`config.mk`:
```
export PLATFORM = sky130hd
export DESIGN_NAME = i2c_write_ctrl
export DESIGN_NICKNAME = d
export VERILOG_FILES = /design/src/rtl/i2c_write_ctrl.sv
export SDC_FILE = /design/constraint.sdc
export NUM_CORES = 1
export LEC_CHECK = 0
export CAP_MARGIN = 20
export CORE_ASPECT_RATIO = 1.2
export CORE_MARGIN = 4
export CORE_UTILIZATION = 40
export DETAILED_ROUTE_END_ITERATION = 8
export SLEW_MARGIN = 20
export SYNTH_ARGS = -nofsm -noshare
export SYNTH_HDL_FRONTEND = slang
export SYNTH_SLANG_ARGS = --single-unit
```
`constraint.sdc`:
```
create_clock -name ref_clk -period 2.2 [get_ports ref_clk]
set_input_delay 0.55 -clock ref_clk [delete_from_list [all_inputs] [get_ports ref_clk]]
set_output_delay 0.55 -clock ref_clk [all_outputs]
set_load 0.02 [all_outputs]
```
`src/rtl/i2c_write_ctrl.sv`:
```
// Single-master I2C write sequencer: START, 7-bit address + W, ACK, one data byte, ACK, STOP.
// SCL timing derived from ref_clk; DELAY ref_clk cycles per SCL period.
module i2c_write_ctrl #(
    parameter int unsigned DELAY = 250
) (
    input  logic       ref_clk,
    input  logic       reset,
    input  logic       start,
    input  logic [6:0] addr,
    input  logic [7:0] data,
    input  logic       sda_in,
    output logic       scl,
    output logic       sda_oe,
    output logic       busy,
    output logic       done,
    output logic       ack_err
);

    localparam int unsigned QTR = DELAY / 4;
    // Odd phases absorb any remainder so each SCL half stays DELAY/2 even if DELAY%4 != 0.
    localparam int unsigned PH1 = DELAY / 2 - QTR;
    localparam int unsigned PH3 = (DELAY - DELAY / 2) - QTR;
    localparam int unsigned QW  = $clog2(DELAY);

    typedef enum logic [2:0] {
        StIdle,
        StStart,
        StAddr,
        StAck1,
        StData,
        StAck2,
        StStop
    } state_e;

    state_e          state_q, state_d;
    logic [QW-1:0]   qcnt_q, qcnt_d;
    logic [1:0]      phase_q, phase_d;
    logic [2:0]      bit_q, bit_d;
    logic [7:0]      shift_q, shift_d;
    logic [7:0]      data_q, data_d;
    logic            ack_err_q, ack_err_d;
    logic            done_q, done_d;
    logic [QW-1:0]   qlim;
    logic            q_wrap, slot_end, ack_sample;

    always_comb begin
        unique case (phase_q)
            2'd1:    qlim = QW'(PH1 - 1);
            2'd3:    qlim = QW'(PH3 - 1);
            default: qlim = QW'(QTR - 1);
        endcase
    end

    assign q_wrap     = (qcnt_q == qlim);
    assign slot_end   = q_wrap && (phase_q == 2'd3);
    assign ack_sample = ((state_q == StAck1) || (state_q == StAck2)) &&
                        (phase_q == 2'd3) && (qcnt_q == '0);

    always_comb begin
        state_d   = state_q;
        qcnt_d    = qcnt_q;
        phase_d   = phase_q;
        bit_d     = bit_q;
        shift_d   = shift_q;
        data_d    = data_q;
        ack_err_d = ack_err_q;
        done_d    = 1'b0;

        if (state_q == StIdle) begin
            qcnt_d  = '0;
            phase_d = 2'd0;
            // The done cycle itself never accepts, so a held start restarts one cycle later.
            if (start && !done_q) begin
                state_d   = StStart;
                shift_d   = {addr, 1'b0};
                data_d    = data;
                bit_d     = 3'd7;
                ack_err_d = 1'b0;
            end
        end else begin
            qcnt_d = q_wrap ? '0 : qcnt_q + QW'(1);
            if (q_wrap) begin
                phase_d = phase_q + 2'd1;
            end
            if (ack_sample && sda_in) begin
                ack_err_d = 1'b1;
            end
            if (slot_end) begin
                unique case (state_q)
                    StStart: state_d = StAddr;
                    StAddr, StData: begin
                        shift_d = {shift_q[6:0], 1'b0};
                        bit_d   = bit_q - 3'd1;
                        if (bit_q == 3'd0) begin
                            state_d = (state_q == StAddr) ? StAck1 : StAck2;
                        end
                    end
                    StAck1: begin
                        if (ack_err_q) begin
                            state_d = StStop;
                        end else begin
                            state_d = StData;
                            shift_d = data_q;
                            bit_d   = 3'd7;
                        end
                    end
                    StAck2: state_d = StStop;
                    StStop: begin
                        state_d = StIdle;
                        done_d  = 1'b1;
                    end
                    default: state_d = StIdle;
                endcase
            end
        end
    end

    always_ff @(posedge ref_clk) begin
        if (reset) begin
            state_q   <= StIdle;
            qcnt_q    <= '0;
            phase_q   <= 2'd0;
            bit_q     <= 3'd7;
            shift_q   <= 8'h00;
            data_q    <= 8'h00;
            ack_err_q <= 1'b0;
            done_q    <= 1'b0;
        end else begin
            state_q   <= state_d;
            qcnt_q    <= qcnt_d;
            phase_q   <= phase_d;
            bit_q     <= bit_d;
            shift_q   <= shift_d;
            data_q    <= data_d;
            ack_err_q <= ack_err_d;
            done_q    <= done_d;
        end
    end

    always_comb begin
        scl    = 1'b1;
        sda_oe = 1'b0;
        unique case (state_q)
            StIdle:  ;
            StStart: sda_oe = phase_q[1];
            StAddr, StData: begin
                scl    = phase_q[1];
                sda_oe = ~shift_q[7];
            end
            StAck1, StAck2: scl = phase_q[1];
            StStop: begin
                scl    = phase_q[1];
                sda_oe = (phase_q != 2'd3);
            end
            default: ;
        endcase
    end

    assign busy    = (state_q != StIdle);
    assign done    = done_q;
    assign ack_err = ack_err_q;

endmodule

```
Word-level counts from Yosys, hierarchy flattened --
Index checks and enable logic that the tools add are counted.
Storage, ports and cells: word-level logic and storage cells 74, bits in registers 34
Operators by class: reduce and logical (&&, ||, !) cells 24, mux-type cells 24, equality and inequality tests 13, add/sub/neg operators 3, bitwise logic cells 2
Operators with widths (count):
- 8-bit two-way mux | 4
- 3-bit two-way mux | 9
- 8-bit one-hot mux with 2 select lines | 1
- 3-bit one-hot mux with 4 select lines | 1
- 3-bit == test (second input constant) | 3
- 8-bit by 1-bit adder with 8-bit output (second input constant) | 1
- 8-bit == test | 1
- 8-bit logical NOT | 1
- 3-bit by 2-bit == test with 1-bit output (second input constant) | 2
- 3-bit logical NOT | 2
- 3-bit one-hot mux with 2 select lines | 1
- 3-bit nonzero test | 2
- 2-bit OR reduction | 3
- 3-bit OR reduction | 2
- 1-bit logical AND | 5
- 1-bit two-way mux | 5
- 5-bit OR reduction | 1
- 2-bit two-way mux | 2
- 2-bit AND reduction | 2
- 4-bit AND reduction | 1
- 2-bit nonzero test | 2
- 3-bit by 1-bit == test with 1-bit output (second input constant) | 1
- 3-bit by 2-bit inequality test with 1-bit output (second input constant) | 1
- 3-bit inequality test (second input constant) | 1
- 11 further kinds | 12

Depth between registers and ports, before layout --
Gate-level depths: netlist of run 1.
depth after elaboration 7, depth in mapped cells 7

Worst setup path before layout of run 1 --
No wires, ideal clock.
path type register to output, start reg state_q[2], end out sda_oe, required time 1.650 ns, stages on the path, launching flop included 5, arrival time 1.301 ns, buffers on the path 1, setup slack 0.349 ns, cells stage by stage dfxtp_1 -> buf_1 -> mux2i_1 -> a221oi_1 -> a21oi_1
Between the ends: cells in the longest elaborated chain, start to end 3, elaborated cells on any way between the ends 6, those cells by class 4 x eq/ne; 1 x mux; 1 x reduce/logical
RTL lines:
- from (decl) | RTL line 35 | state_e state_q, state_d;
- from (signal assigned) | RTL line 120 | state_q <= StIdle;
- from (signal assigned) | RTL line 129 | state_q <= state_d;
- 3-bit by 2-bit == test with 1-bit output / 3-bit == test (equally long branches) | RTL line 143 | unique case (state_q)
- 2-bit OR reduction | RTL line 143
- 1-bit one-hot mux with 3 select lines (*) | RTL line 143
- to (decl) | RTL line 13 | output logic sda_oe,
Mark *: on every way between the ends. The rest lies on a longest branch, timed or not.

Worst setup path after layout of run 1 --
start reg state_q[0], end out scl
Between the ends: cells in the longest elaborated chain, start to end 3, elaborated cells on any way between the ends 7, those cells by class 5 x eq/ne; 1 x mux; 1 x reduce/logical
RTL lines:
- 3-bit by 2-bit == test with 1-bit output / 3-bit == test (equally long branches) | RTL line 143
- 5-bit OR reduction (no source line) (*)
- 1-bit two-way mux (*) | RTL line 143
- to (decl) | RTL line 12 | output logic scl,
Marks and branches as above.

==> results.cfg, run 1 <==
[status]
status = finished clean

[clock_network]
cts_root_buf = clkbuf_8
h-tree-depth = 2
path_clk_slew_ns = 0.07
clk_latency_ns = 0.28
ctsHoldBuffers = 0
cts_tree = yes
cts_max_path_buffers = 2
cts_made_buffers = 5
cts_sinks = 34

[grt]
grt_max_degree = 27
grt_first_pass_wirelength_um = 6910
overflow = 0
grt_antenna_before_repair = 0
grt_pass1_vias = 1474
grt_usage_pct = 15.4

[floorplanning]
num_rows = 26
die_height_um = 81.2
dieArea_um2 = 5610
core_area_um2 = 4290
start_util_pct = 41.6
ios = 24
die_x_um = 69.0

[logic_synthesis]
synthesis.nets = 234
yosys.area_share.xor_xnor_pct = 3.43
synth_cell_types = 37
yosysWarnings = 0
synth_top_family_by_area = simple AND/OR/NAND/NOR gates
synth-adder-area-share_pct = 4.76
ys_seq_elements = 34
synth_compound_area_share_pct = 12.7
yosysSeqAreaShare_pct = 38.1
synthMuxAreaShare_pct = 12.9
synthSimpleGateAreaFrac_pct = 23.2
netlist_area_um2 = 1790
syn_avg_cell_area_um2 = 8.55
netlist_instances = 209

[timing]
fin_tns_setup_ns = 0
skew_ns = 0.00449
slew_headroom_pct = 59.4
rsz0062_at_grt = false
finalHoldViolCount = 0
finalMaxSlewViolations = 0
min_period_ns = 2.08
period_share_pct = 94.7
worstMarginPinSlew_ns = 0.608
setup_ws_ns = 0.116
setup_viol = 0
fmax_mhz = 480

[drt]
drtAntennaViolNets = 0
via_per_inst = 5.07
drcViolationCount = 0
drt-pass1-iter-count = 4
finalWirelength_um = 3950
vias = 1510
drt-initial-drc-count = 61
routedWlPerCell_um = 13.2

[run]
cap_violations = 0

[hold_path]
min_to = data_q[4]
min_path_type = reg2reg
hold_depth = 2
worstHoldStart = data_q[4]

[cells_and_area]
final_layout_size_suffix_gt1_share_pct = 13.6
final_util_pct = 51.7
area_delta_synth_final_pct = 24.2
nNetsFinal = 266
antenna_cells = 0

[worst_setup_path]
r2r_end = shift_q[1]
r2r-start = phase_q[0]
crit_slowest_cell = clkdlybuf4s50_1
r2r_setup_slack_ns = 0.22
end_kind = output pin
start_kind = register
cp_num_cells = 4
path_class = reg2out
cpPeakStageDelay_ns = 0.59
crit_chain = buf_4 -> nand3_1 -> nand2_1 -> clkdlybuf4s50_1
crit_buf_inv = 2
cp.required_ns = 1.65
crit_fanout = 13
worstPathArrival_ns = 1.53
crit_family = buffers and inverters
rr_worst_depth = 6

[pwr]
peakVddDrop_uv = 284
power_density_nw_per_um2 = 599
p_leak_nw = 0.926

[placement]
place.gp.congestion = 0.717
portBuffers = 23
hpwl_um = 2900
place_ws_ns = 0.0501
stage by stage:
stage / cells / power [mW] / area, um^2 / hold slack [ns]
floorplan: 209 / 0.794 / 1790 / 0.434
global placement: 290 / 0.877 / 2140 / 0.444
detailed placement: 290 / 0.878 / 2140 / 0.450
CTS: 298 / 1.35 / 2220 / 0.461
global route: 298 / 1.39 / 2220 / 0.485
finish: 298 / 1.33 / 2220 / 0.458
kinds of logic after synthesis:
| logic type | count (synthesis) |
|---|---|
| xor gates and xnor gates | 7 |
| and+or+nand+nor | 79 |
| muxes | 20 |
| adders and majority gates | 7 |
| AOI/OAI and AO/OA | 41 |
| DFF | 34 |
| buffers and inverters | 21 |
what timing repair did:
action,CTS,global route
setup endpoints to repair,2,1
resized for setup,2,2
buffers inserted,0,0
routing by layer:
layer / vias to the layer above / share of wire, % / GRT usage [%]
li1: 781 / - / -
met5: - / 0 / 0
met1: 700 / 46 / 17.8
met2: 24 / 49 / 27.2
met3: 5 / 3.9 / 4.33
met4: 0 / 1.5 / 5.86
registers in the layout (all words and copies together) (netlist names):
| signal | cells |
|---|---|
| ack_err | 1 |
| done | 1 |
| state_q | 3 |
| phase_q | 2 |
| bit_q | 3 |
| qcnt_q | 8 |
| data_q | 8 |
| shift_q | 8 |
worst min-delay path: cells and delay by family, from the launching register on:
family	cells	cell delay [ns]
simple gates	1	0.05
flops	1	0.31
compound gates	1	0.05
Yosys cell counts:
cell type | number | area, um^2
nand3_1 | 6 | 30.0
o21a_1 | 1 | 7.51
or3b_4 | 1 | 11.3
nor2_1 | 18 | 67.6
a211o_1 | 1 | 8.76
o21bai_1 | 1 | 7.51
a21oi_1 | 24 | 120
mux2_2 | 1 | 11.3
dfxtp_1 | 34 | 681
o21ai_0 | 11 | 55.1
nand2_1 | 25 | 93.8
o21ba_2 | 1 | 10.0
buf_6 | 1 | 11.3
a32oi_1 | 1 | 8.76
nor3_1 | 3 | 15.0
mux2i_1 | 13 | 130
nand4_1 | 3 | 18.8
nor2b_1 | 8 | 50.1
maj3_1 | 1 | 10.0
nor3b_2 | 1 | 12.5
nor4b_1 | 3 | 26.3
a221oi_1 | 1 | 8.76
nor4b_2 | 1 | 15.0
buf_2 | 1 | 5.00
or3_1 | 3 | 18.8
and4_1 | 1 | 8.76
xor2_1 | 4 | 35.0
mux2_4 | 6 | 90.1
xnor2_1 | 3 | 26.3
ha_1 | 6 | 75.1
nand4b_1 | 1 | 8.76
clkbuf_1 | 8 | 30.0
or3b_2 | 1 | 8.76
buf_1 | 1 | 3.75
nor3b_1 | 3 | 22.5
nand3b_1 | 1 | 7.51
inv_1 | 10 | 37.5
power breakdown:
group          internal, mW  switching [mW]
sequential            0.643          0.0178
combinational         0.106          0.0934
clock                 0.252           0.217
total                  1.00           0.328
worst max path at each step:
stage	from	end	slack, ns
CTS	phase_q[0]	sda_oe	0.02
finish	state_q[0]	scl	0.12
detailed placement	start	shift_q[6]	0.05
floorplan	state_q[2]	sda_oe	0.35
global placement	start	shift_q[4]	0.06
global route	state_q[2]	scl	0.01
layout by cell type, fill, tap and decap left out, types with 3 or more instances in the layout:
cell,count
dfxtp_1,34
nand2_1,25
a21oi_1,24
clkdlybuf4s50_1,21
nor2_1,18
mux2i_1,13
buf_4,13
o21ai_0,11
inv_1,10
nor2b_1,8
nand3_1,6
mux2_4,6
ha_1,6
clkbuf_8,6
xor2_1,4
or3_1,3
nor3b_1,3
nand4_1,3
nor4b_1,3
xnor2_1,3
nor3_1,3
area by class of cell:
type / instances / area [um^2]
fillers: 441 / 2070
multi-input cells: 154 / 1020
flip-flops and latches: 34 / 681
clock buffers: 7 / 86.3
repair buffers: 36 / 322
clock inverters: 1 / 5.00
inverters: 10 / 37.5
well taps: 56 / 70.1
Power figures use the tool's default switching activity.
==> run 2, diff against run 1 <==
- ABC_AREA: unset -> 1
==> run 2 against run 1 <==
Critical path depth grew 1. Final cell count grew 15%. Die area up 9.7%. Critical endpoint unchanged.
==> results.cfg, run 2 <==
[placement]
place.gp.congestion = 0.895
portBuffers = 23
hpwl_um = 3040

[worst_setup_path]
worstPathArrival_ns = 1.57
cp.required_ns = 1.65
crit_chain = nor2_2 -> nand2_1 -> o21ai_1 -> o31ai_1 -> clkdlybuf4s15_1
cpPeakStageDelay_ns = 0.43
path_class = reg2out
crit_fanout = 6
crit_path_start = state_q[1]
crit_slowest_cell = dfxtp_1
end_kind = output pin
crit_buf_inv = 1
start_kind = register
crit_family = flip-flops
r2r-start = phase_q[0]

[timing]
worstMarginPinSlew_ns = 0.361
period_share_pct = 96.4
min_period_ns = 2.12
finalHoldViolCount = 0
skew_ns = 0.00949
rsz0062_at_grt = false
setup_viol = 0
fin_tns_setup_ns = 0
finalMaxSlewViolations = 0
hold_ws_ns = 0.447
fmax_mhz = 471
slew_headroom_pct = 75.9

[clock_network]
path_clk_slew_ns = 0.06
ctsHoldBuffers = 0
cts_made_buffers = 5
cts_root_buf = clkbuf_8
cts_max_path_buffers = 2
h-tree-depth = 2
clk_latency_ns = 0.29
cts_tree = yes
cts_sinks = 34

[floorplanning]
core_area_um2 = 4700
ios = 24
start_util_pct = 42.2
die_height_um = 85.1
num_rows = 27
dieArea_um2 = 6150
die_x_um = 72.3

[logic_synthesis]
synth_cell_types = 34
synth_edf_count = 0
synthesis.nets = 280
synth.most_common_cell = nand2_1
syn_avg_cell_area_um2 = 7.78
synth_flop_cell = dfxtp_1
netlist_instances = 255
netlist_area_um2 = 1980
ys_seq_elements = 34
synth.area.top_cells = dfxtp_1 34%, nand2_1 7.9%, nand3_1 5.3%
yosys.area.top_type = dfxtp_1
synth_common_cells = 42 x nand2_1, 34 x dfxtp_1, 27 x nor2_1
yosysSeqAreaShare_pct = 34.3
synth_top_cell_area_share_pct = 34.3
yosysWarnings = 0
synthArstFlopShare_pct = 0

[pwr]
pwr-share-clk_pct = 18.0
p_switching_mw = 1.12
pwr-share-comb_pct = 48.3
p_leak_nw = 0.916
p_seq_share_pct = 33.7
power_density_nw_per_um2 = 1140
intPower_mw = 1.52
switching_share_pct = 42.3
peakVddDrop_uv = 539

[cells_and_area]
fillCellCount = 489
area_delta_synth_final_pct = 17.0
antenna_cells = 0
final_layout_size_suffix_gt1_share_pct = 22.1
nNetsFinal = 309
top_regs = data_q (8), qcnt_q (8), shift_q (8)
layout_common_cells = 42 x nand2_1, 33 x dfxtp_1, 27 x nor2_1
layout_commonest_cell = nand2_1

[hold_path]
min_path_type = reg2reg
worstHoldStart = data_q[4]

[drt]
finalWirelength_um = 4150
drcViolationCount = 0
drt-pass1-iter-count = 6
vias = 1675
drt-initial-drc-count = 79
routedWlPerCell_um = 12.1
via_per_inst = 4.88
drtAntennaViolNets = 0

[grt]
grt_max_degree = 21
grt_first_pass_wirelength_um = 7120
overflow = 0
grt_antenna_before_repair = 0
grt_usage_pct = 14.4
grt_pass1_vias = 1539

[status]
status = finished clean

[run]
cap_violations = 0
run 2: cell count changes in the layout (fill, tap and decap cells not counted), moves of 8 or more:
cell     before  now
a21oi_1      24   11
a21oi_2       0    8
inv_1        10   21
mux2i_1      13    3
nand2_1      25   42
nand3_1       6   21
nand3_2       0    9
nor2_1       18   27
nor2_2        0   12
nor2b_1       8    0
run 2: layout make-up:
type | instances | area (um^2) | share of cell area, %
Clock buffer | 7 | 86.3 | 3.72
Clock inverter | 1 | 5.00 | 0.216
Inverter | 25 | 96.3 | 4.15
Multi-Input combinational cell | 187 | 1090 | 47.1
Sequential cell | 34 | 682 | 29.4
Tap cell | 58 | 72.6 | 3.13
Timing Repair Buffer | 31 | 285 | 12.3
run 2: metrics by stage:
step / instances / cell area [um^2] / power, mW / setup slack [ns] / utilization, %
after floorplan: 255 / 1980 / 2.02 / 0.297 / -
after global placement: 335 / 2230 / 2.18 / 0.0751 / 47.6
after detailed placement: 335 / 2230 / 2.19 / 0.0527 / 47.6
after CTS: 343 / 2320 / 2.66 / 0.0323 / 49.5
after global routing: 343 / 2320 / 2.85 / 0.00814 / 49.4
final: 343 / 2320 / 2.64 / 0.0791 / 49.4
run 2: kinds of logic after synthesis:
family	after synthesis	share of synthesized area [%]
buffers and inverters	34	10.5
and+or+nand+nor	133	35.7
AOI/OAI and AO/OA	42	12.8
adders and majority gates	6	3.79
muxes	3	1.51
xor gates and xnor gates	3	1.33
DFF	34	34.3
run 2: power groups by stage:
stage                     Sequential (mW)  Clock (mW)  Combinational (mW)
after floorplan                     0.875           0                1.14
after global placement              0.894           0                1.28
after detailed placement            0.898           0                1.29
after CTS                           0.887       0.488                1.29
after global routing                0.907       0.520                1.42
final                               0.889       0.474                1.27
run 2: path summary, 6_finish.rpt:
check | endpoint | slack [ns] | cells past startpoint
min | data_q[4] | 0.45 | 2
max | scl | 0.08 | 5
min reg2reg | data_q[4] | 0.45 | 2
max reg2reg | shift_q[4] | 0.39 | 12
run 2: repair_timing:
item,in CTS,in global routing
setup endpoints to repair,2,2
resized for setup,3,4
buffers inserted,0,0
run 2: worst reg2reg max path, stage by stage (launching register included):
cell and delay, ns:
dfxtp_1 0.33, ha_1 0.23, buf_4 0.16, inv_1 0.08, nand2_1 0.05, nand2_1 0.07
nand2_1 0.10, nor2_4 0.11, nand3_2 0.09, nand2_4 0.28, nand3_2 0.12, nand2_2 0.08
nor2_2 0.03
run 2: metal layers:
| metal | vias up | wire (um) | track usage, % |
|---|---|---|---|
| met5 | - | 0 | 0 |
| met4 | 0 | 80 | 4.96 |
| met3 | 8 | 156 | 4.03 |
| met2 | 26 | 1940 | 22.8 |
| met1 | 749 | 1970 | 18.5 |
| li1 | 892 | - | - |
